==> src/rtl/phase_seq_pkg.sv <==
// -----------------------------------------------------------------------------
// phase_seq_pkg
//   Shared types and width helpers for the SIMPLE processor phase sequencer.
//   - seq_state_t      : sequencer control states (IDLE, RUN, HALTED)
//   - phase_idx_width  : bits needed for a phase number (minimum 1)
//   - cyc_cnt_width    : bits needed for the in-phase cycle counter (minimum 1)
// -----------------------------------------------------------------------------
package phase_seq_pkg;

    typedef enum logic [1:0] {
        ST_IDLE   = 2'd0,
        ST_RUN    = 2'd1,
        ST_HALTED = 2'd2
    } seq_state_t;

    // A counter that only ever holds 0 still needs one physical bit.
    function automatic int phase_idx_width(input int num_phases);
        return (num_phases > 1) ? $clog2(num_phases) : 1;
    endfunction

    function automatic int cyc_cnt_width(input int phase_cycles);
        return (phase_cycles > 1) ? $clog2(phase_cycles) : 1;
    endfunction

endpackage

==> src/rtl/phase_sequencer_button_debouncer.sv <==
// -----------------------------------------------------------------------------
// button_debouncer
//   Synchronises a raw front-panel button, accepts a new level only after
//   DEBOUNCE_CYCLES consecutive samples that disagree with the current level,
//   and emits a one-cycle pulse when the accepted level rises.
//   A clean rising edge on btn yields pulse 2+DEBOUNCE_CYCLES clocks later.
//
// Ports:
//   clock    in   system clock
//   reset_n  in   asynchronous active-low reset
//   btn      in   raw button level, active-high, asynchronous to clock
//   pulse    out  one-cycle pulse on an accepted rising level
// -----------------------------------------------------------------------------
module button_debouncer #(
    parameter int DEBOUNCE_CYCLES = 8
) (
    input  logic clock,
    input  logic reset_n,
    input  logic btn,
    output logic pulse
);

    localparam int CNT_W = (DEBOUNCE_CYCLES > 1) ? $clog2(DEBOUNCE_CYCLES) : 1;
    localparam logic [CNT_W-1:0] CNT_LAST = CNT_W'(DEBOUNCE_CYCLES - 1);

    logic [1:0]       sync;
    logic [CNT_W-1:0] cnt;
    logic             level;

    // cnt counts consecutive synchronised samples that differ from level;
    // any agreeing sample restarts the count, so short bounces never land.
    always_ff @(posedge clock or negedge reset_n) begin
        if (!reset_n) begin
            sync  <= '0;
            cnt   <= '0;
            level <= 1'b0;
            pulse <= 1'b0;
        end else begin
            // NOTE: non-blocking for all state so every flop samples pre-edge values.
            sync  <= {sync[0], btn};
            pulse <= 1'b0;
            if (sync[1] == level) begin
                cnt <= '0;
            end else if (cnt == CNT_LAST) begin
                cnt   <= '0;
                level <= sync[1];
                pulse <= sync[1];
            end else begin
                cnt <= cnt + CNT_W'(1);
            end
        end
    end

endmodule

==> src/rtl/phase_sequencer.sv <==
// -----------------------------------------------------------------------------
// phase_sequencer
//   Multi-phase clock sequencer for the SIMPLE processor. Each instruction is
//   NUM_PHASES phases of PHASE_CYCLES clocks; the one-hot strobe for a phase is
//   high in the first clock of that phase. Run / single-step / halt control is
//   driven by a debounced exec button, step_mode and the datapath halt_in.
//   A stop (step, exec press or halt) always lets the current instruction
//   finish; halt wins over a plain stop and is left only through reset_n.
//
//   Build option: define PHASE_SEQ_INSTR_COUNT_EN to add instr_count, a
//   wrapping 16-bit count of completed instructions.
//
// Ports:
//   clock         in   system clock
//   reset_n       in   asynchronous active-low reset
//   exec_btn      in   raw exec button, active-high
//   step_mode     in   1 = single-step, 0 = free run (read on IDLE->RUN)
//   halt_in       in   datapath halt request, sampled every cycle
//   phase_strobe  out  one-hot phase strobe (registered)
//   phase_index   out  current phase number (holds in IDLE/HALTED)
//   running       out  sequencer is in RUN
//   halted        out  sequencer is in HALTED
//   instr_count   out  completed instructions (PHASE_SEQ_INSTR_COUNT_EN only)
//   exec_pulse    out  one-cycle debounced exec press
// -----------------------------------------------------------------------------
module phase_sequencer
    import phase_seq_pkg::*;
#(
    parameter int NUM_PHASES      = 5,
    parameter int PHASE_CYCLES    = 2,
    parameter int DEBOUNCE_CYCLES = 8
) (
    input  logic                          clock,
    input  logic                          reset_n,
    input  logic                          exec_btn,
    input  logic                          step_mode,
    input  logic                          halt_in,
    output logic [NUM_PHASES-1:0]         phase_strobe,
    output logic [$clog2(NUM_PHASES)-1:0] phase_index,
    output logic                          running,
    output logic                          halted,
`ifdef PHASE_SEQ_INSTR_COUNT_EN
    output logic [15:0]                   instr_count,
`endif
    output logic                          exec_pulse
);

    localparam int PW = phase_idx_width(NUM_PHASES);
    localparam int CW = cyc_cnt_width(PHASE_CYCLES);
    localparam logic [PW-1:0] PH_LAST  = PW'(NUM_PHASES - 1);
    localparam logic [CW-1:0] CYC_LAST = CW'(PHASE_CYCLES - 1);

    seq_state_t            state, state_next;
    logic [PW-1:0]         phase, phase_next;
    logic [CW-1:0]         cyc, cyc_next;
    logic                  stop_pending, stop_next;
    logic                  halt_seen, halt_next;
    logic [NUM_PHASES-1:0] strobe_next;

    button_debouncer #(
        .DEBOUNCE_CYCLES (DEBOUNCE_CYCLES)
    ) u_exec_debounce (
        .clock   (clock),
        .reset_n (reset_n),
        .btn     (exec_btn),
        .pulse   (exec_pulse)
    );

    always_ff @(posedge clock or negedge reset_n) begin
        if (!reset_n) begin
            state        <= ST_IDLE;
            phase        <= '0;
            cyc          <= '0;
            stop_pending <= 1'b0;
            halt_seen    <= 1'b0;
            phase_strobe <= '0;
        end else begin
            state        <= state_next;
            phase        <= phase_next;
            cyc          <= cyc_next;
            stop_pending <= stop_next;
            halt_seen    <= halt_next;
            phase_strobe <= strobe_next;
        end
    end

    always_comb begin
        // NOTE: defaults first so no path leaves a variable unassigned (no latch).
        state_next  = state;
        phase_next  = phase;
        cyc_next    = cyc;
        stop_next   = stop_pending;
        halt_next   = halt_seen;
        strobe_next = '0;

        unique case (state)
            ST_IDLE: begin
                if (exec_pulse) begin
                    state_next = ST_RUN;
                    phase_next = '0;
                    cyc_next   = '0;
                    stop_next  = step_mode;
                    halt_next  = 1'b0;
                end
            end
            ST_RUN: begin
                // Requests arriving in the final cycle still count for this
                // instruction, so a simultaneous halt and press ends in HALTED.
                halt_next = halt_seen | halt_in;
                stop_next = stop_pending | halt_in | exec_pulse;
                if (cyc != CYC_LAST) begin
                    cyc_next = cyc + CW'(1);
                end else begin
                    cyc_next = '0;
                    if (phase != PH_LAST) begin
                        phase_next = phase + PW'(1);
                    end else if (halt_next) begin
                        state_next = ST_HALTED;
                    end else if (stop_next) begin
                        state_next = ST_IDLE;
                    end else begin
                        phase_next = '0;
                    end
                end
            end
            ST_HALTED: ;
            default: state_next = ST_IDLE;
        endcase

        // Strobe is registered alongside phase, so it lines up with phase_index.
        if (state_next == ST_RUN && cyc_next == '0)
            strobe_next = NUM_PHASES'(1) << phase_next;
    end

    assign phase_index = phase;
    assign running     = (state == ST_RUN);
    assign halted      = (state == ST_HALTED);

`ifdef PHASE_SEQ_INSTR_COUNT_EN
    logic instr_done;
    assign instr_done = (state == ST_RUN) && (cyc == CYC_LAST) && (phase == PH_LAST);

    always_ff @(posedge clock or negedge reset_n) begin
        if (!reset_n)
            instr_count <= '0;
        else if (instr_done)
            instr_count <= instr_count + 16'd1;
    end
`endif

endmodule
==> config.mk <==
export PLATFORM = sky130hd
export DESIGN_NAME = phase_sequencer
export DESIGN_NICKNAME = d
export VERILOG_FILES = /design/src/rtl/phase_seq_pkg.sv /design/src/rtl/phase_sequencer_button_debouncer.sv /design/src/rtl/phase_sequencer.sv
export SDC_FILE = /design/constraint.sdc
export NUM_CORES = 1
export LEC_CHECK = 0
export CORE_MARGIN = 1
export CORE_UTILIZATION = 53
export CTS_CLUSTER_SIZE = 28
export DETAILED_ROUTE_END_ITERATION = 7
export PLACE_DENSITY = 0.92
export RECOVER_POWER = 25
export SYNTH_ARGS = -nofsm -noshare
export SYNTH_HDL_FRONTEND = slang
export SYNTH_SLANG_ARGS = --single-unit
==> constraint.sdc <==
create_clock -name clock -period 3.84 [get_ports clock]
set_input_delay 0.768 -clock clock [delete_from_list [all_inputs] [get_ports clock]]
set_output_delay 0.768 -clock clock [all_outputs]
set_load 0.02 [all_outputs]
# Word level (Yosys, flattened, before mapping)
# Cells that the tools add are included.
[classes]
addsub = 3
n_mul = 0
div_mod_pow = 0
n_lt_le_gt_ge = 0
eq_ne = 7
shift = 1
mux = 24
bitwise = 5
reduce_logical = 5
[op_table]
columns = ["operator", "n"]
rows = [
  ["$mux 3", 7],
  ["$mux 2", 5],
  ["$add 3x1->3 const B", 2],
  ["$mux 1", 6],
  ["$pmux 1 s2", 3],
  ["$pmux 2 s3", 1],
  ["$pmux 3 s2", 1],
  ["$mux 5", 1],
  ["$shl 1x3->5 const A", 1],
  ["$eq 2x1->1 const B", 2],
  ["$reduce_and 2->1", 2],
  ["$eq 3x3->1 const B", 1],
  ["$ne 3x3->1 const B", 1],
  ["$or 1x1->1", 3],
  ["$eq 2x2->1 const B", 1],
  ["$logic_not 2->1", 1],
  ["$ne 2x1->1 const B", 1],
  ["$not 1->1", 2],
  ["$reduce_bool 2->1", 1],
  ["$add 1x1->1 const B", 1],
  ["$eq 1x1->1", 1],
  ["$logic_and 1x1->1", 1],
]
[totals]
regBits = 20
latch_bits = 0
ram_bits = 0
rom_bits = 0
inputBits = 5
out_inout_bits = 11
elab_cells = 55
n_memories = 0

# Depth between registers and ports, before layout
[logic_depth]
depth_word = 10
ltp_mapped = 6
ltp_nobuf = 6

# Cells and area by module
# A second synthesis with hierarchy kept.
[unflattened]
cells_unflattened = 76
hier_area_um2 = 909.6
[modules_own_cells]
columns = ["module", "n_inst", "cells_each", "area_each_um2", "seq_area_each_um2"]
rows = [
  ["phase_sequencer", 1, 59, 656.9, 325.3],
  ["button_debouncer", 1, 17, 252.7, 175.2],
]

# Worst setup path after synthesis
# OpenSTA, ideal clock, no wires.
[synth_path]
path_type = "input-to-reg"
startpoint = "in halt_in"
endpoint = "reg phase_strobe[4]"
setup_ns = 0.121
arrival_time_ns = 1.714
t_required_ns = 3.719
setup_slack_ns = 2.005
path_stages = 4
n_path_buf = 0
path_cell_list = "or4_4 -> a22oi_4 -> o21ai_2 -> and4b_1"
[synth_via]
word_cells_on_any_way = 17
cone_classes = "1 x eq/ne; 1 x shift; 11 x mux; 3 x bitwise; 1 x reduce/logical"
[synth_lines]
columns = ["item", "line_no", "rtl"]
rows = [
  ["start: declaration", "phase_sequencer.sv:37", "input logic halt_in,"],
  ["$or 1x1->1 (2 in series)", "phase_sequencer.sv:110", "stop_next = stop_pending | halt_in | exec_pulse;"],
  ["$mux 3", "phase_sequencer.sv:119", "end else if (stop_next) begin"],
  ["$mux 3 (*)", "phase_sequencer.sv:117", "end else if (halt_next) begin"],
  ["$mux 3 (*)", "phase_sequencer.sv:115", "if (phase != PH_LAST) begin"],
  ["$mux 3 (*)", "phase_sequencer.sv:111", "if (cyc != CYC_LAST) begin"],
  ["$pmux 3 s2 (*)", "phase_sequencer.sv:96", "unique case (state)"],
  ["via phase_next[2]", "phase_sequencer.sv:54", "logic [PW-1:0] phase, phase_next;"],
  ["$shl 1x3->5 (*)", "phase_sequencer.sv:132", "strobe_next = NUM_PHASES'(1) << phase_next;"],
  ["$mux 5 (*)", "phase_sequencer.sv:131", "if (state_next == ST_RUN && cyc_next == '0)"],
  ["via strobe_next[4]", "phase_sequencer.sv:58", "logic [NUM_PHASES-1:0] strobe_next;"],
  ["end signal: assignment", "phase_sequencer.sv:83", "phase_strobe <= strobe_next;"],
  ["end: declaration", "phase_sequencer.sv:38", "output logic [NUM_PHASES-1:0] phase_strobe,"],
]
# The timed path passes the listed nets; every way through them passes the cells marked *.
# A chain may end at the register's enable or synchronous reset.

# Final worst setup path
[layout_path]
startpoint = "reg state[0]"
endpoint = "out running"
[layout_via]
elab_chain_len = 1
[layout_rtl]
columns = ["item", "line_no", "rtl"]
rows = [
  ["start: declaration", "phase_sequencer.sv:53", "seq_state_t state, state_next;"],
  ["start signal: assignment", "phase_sequencer.sv:78", "state <= state_next;"],
  ["$eq 2x1->1", "phase_sequencer.sv:136", "assign running = (state == ST_RUN);"],
  ["end: declaration", "phase_sequencer.sv:40", "output logic running,"],
]
# No other way between the ends.

==> results.md <==
* Post-DP HPWL at 1170 um
* Clock Power Share at 0.131
* Placement-stage worst setup slack at 1460 ps
* Remaining DRCs at 0
* Post-route setup TNS at 0 ps
* Post-synthesis sequential area ratio at 0.555
* Wire per inst at 13.7 um
* Startpoint Class: flop
* CP Buf/Inv Count at 2
* Status: complete, no violations
* Core area at 1540 um^2
* Seq pwr share at 0.456
* Fin crit period at 2520 ps
* Nets at 110
* Vias per cell at 5.90
* Hold WC Path Type: reg2reg
* CTS tree: built
* Synth Net Count at 91
* Fill count at approximately 120
* Routed WL at 1570 um
* Vias in the first global route at 662
* Die area at 1870 um^2
* Period utilisation layout at 0.656
* Initial antenna violation count at 0
* RSZ-0062 raised after global routing: no
* Cell-internal power at 0.451 mW
* Post-Syn Area per Cell at 11.0 um^2
* Mapped Area at 902 um^2
* P_leak at 0.511 nW
* IO Port Bufs at 15
* Yosys reg bits at 20
* Tot Pwr at 0.737 mW
* Total CTS buffers at 3
* Max H-tree Level at 1
* Final hold violations at 0
* Die Span Y at 43.3 um
* Root Driver: clkbuf_4
* Distinct cells, synth at 32
* Syn. warnings at 0
* Mapped Cells at 82
* Share of Yosys cell area claimed by the top area cell type at 0.555
* Chip Width at approximately 43 um
* Multi-input logic area at 379 um^2
* Logic pwr share at 0.413
* CP arrival at about 1800 ps
* Vias at 679
* Drt pass-1 iters at 4
* CP top delay family: buffers and inverters
* CP endpoint kind: output port
* IO Count at 16
* Area Overhead vs Synth at 20.9%
* Crit path max fanout at 12
* Buffer count from post-CTS setup fixing at 0
* Top cells by area, synth: dfrtp_1, ha_1, nand2_1, nor2_1, nor2b_1
* Peak VDD IR at slightly below 0.0005 V
* Critical path's largest stage delay at 600 ps
* Worst skew pair latency at 290 ps
* Crit path kind: reg2out
* DR iter-0 viols at 13
* FF/Latch Area at between 500 and 600 um^2
* Hold buffers post-CTS at 0
* Setup ws final at 1320 ps
* GR Util All Layers at 0.201
* Hold_ws at 364 ps
* Final Core Density at 0.708
* Commonest non-fill, non-tap cell in the layout: dfrtp_1
* Layout cell share with drive strength beyond 1 at 0.0909
* Worst slew margin at 0.444
* F_max at 397 MHz
* Switching share of total power at 0.388
* Post-DRT Antenna Nets at 0
* Largest net degree at the start of global routing at 21
* Starting Density at 0.585
* Pin slew with the least headroom to its limit at 832 ps
* Post-CTS Resized at 0
* Skew final at roughly 1.1 ps
* Ant. Diodes at 0
* Sw power at 0.286 mW
* Synth area leader: dfrtp_1
* CTS sink cnt at 20
* Gp weighted congestion at roughly 0.8
* CTS clk-pin slew, worst paths at approximately 100 ps
* Max_cap viols at 0
* Grt ovf at 0
* WP data required at between 3000 and 4000 ps
* Commonest cells after routing, fill and taps aside: dfrtp_1, clkdlybuf4s50_1, nor2_1, nand2_1
* PwrDens at slightly below 700 nW/um^2
* Cell Chain, Critical Path: nand2_1 > inv_1 > clkdlybuf4s50_1
* CTS Buffer Depth at 2
* Setup-failing EPs final at 0
* Row cnt at 14
* Slew Limit Fails at 0
* Slowest cell on crit path: clkdlybuf4s50_1
* First-pass GRT wire length at between 2000 and 3000 um
## per-stage QoR
stage,area (um^2),cells
finish,1090,115
CTS,1090,115
global route,1090,115
global placement,1070,112
floorplan,902,82
detailed placement,1070,112
## flip-flops by register name, indices dropped and copies added, names as in the netlist
register,cells
phase_strobe,5
phase_index,3
u_exec_debounce.cnt,3
state,2
u_exec_debounce.sync,2
cyc,1
halt_seen,1
stop_pending,1
u_exec_debounce.level,1
u_exec_debounce.pulse,1
## power by group through the flow
stage                     sequential [mW]  clock (mW)  combinational, mW
after global routing                0.344       0.107              0.340
after CTS                           0.336      0.0958              0.306
after detailed placement            0.339           0              0.305
after floorplan                     0.338           0              0.200
final                               0.336      0.0965              0.304
after global placement              0.335           0              0.294
## Yosys cell counts
cell type,number
dfrtp_1,20
nand2_1,7
nor2_1,7
inv_1,5
o21ai_0,5
a21oi_1,4
ha_1,4
nor2b_1,4
nand3b_1,2
o21ai_1,2
a22oi_1,1
a22oi_4,1
a31oi_1,1
and2_1,1
and2_4,1
and3b_1,1
and4b_1,1
clkbuf_1,1
nand4b_1,1
nor3_1,1
nor3b_1,1
o211ai_1,1
o21ai_2,1
o21bai_1,1
o22a_1,1
o22a_2,1
o22ai_1,1
or2b_1,1
or3_1,1
or3b_2,1
or4_4,1
xnor2_1,1
## worst paths after layout
kind                                                   start                                end  slack [ps]  cells past startpoint
max                                       state[0]$_DFF_PN0_                            running        1320                      3
min                        u_exec_debounce.sync[0]$_DFF_PN0_  u_exec_debounce.sync[1]$_DFF_PN0_         360                      0
max reg2reg                         phase_index[0]$_DFF_PN0_          phase_strobe[3]$_DFF_PN0_        2140                      6
min reg2reg                u_exec_debounce.sync[0]$_DFF_PN0_  u_exec_debounce.sync[1]$_DFF_PN0_         360                      0
max in group asynchronous                            reset_n   u_exec_debounce.cnt[2]$_DFF_PN0_        2390                      1
min in group asynchronous                            reset_n          phase_strobe[0]$_DFF_PN0_         940                      1
## kinds of logic (layout without fill, tap and decap cells)
kind of cell | Yosys count | count (layout) | synth area share
AO/OA/AOI/OAI | 20 | 20 | 0.154
flip-flops | 20 | 20 | 0.555
buffers and inverters | 6 | 23 | 0.0250
adder cells (fa/ha/maj) | 4 | 4 | 0.0555
AND/OR/NAND/NOR | 31 | 31 | 0.201
XOR/XNOR | 1 | 1 | 0.00971
## layout make-up
| cell class | count | share of cell area |
|---|---|---|
| Timing Repair Buffer | 15 | 0.138 |
| Inverter | 5 | 0.0172 |
| Multi-Input combinational cell | 56 | 0.347 |
| Tap cell | 16 | 0.0183 |
| Clock buffer | 3 | 0.0206 |
| Sequential cell | 20 | 0.459 |
## metal layers
metal	vias to the layer above	track usage	wire, um
met1	318	0.241	693
li1	320	-	-
met3	8	0.0383	97
met5	-	0	0
met2	33	0.352	745
met4	0	0.0727	34
Note: power is estimated with default switching activity, not from simulation.
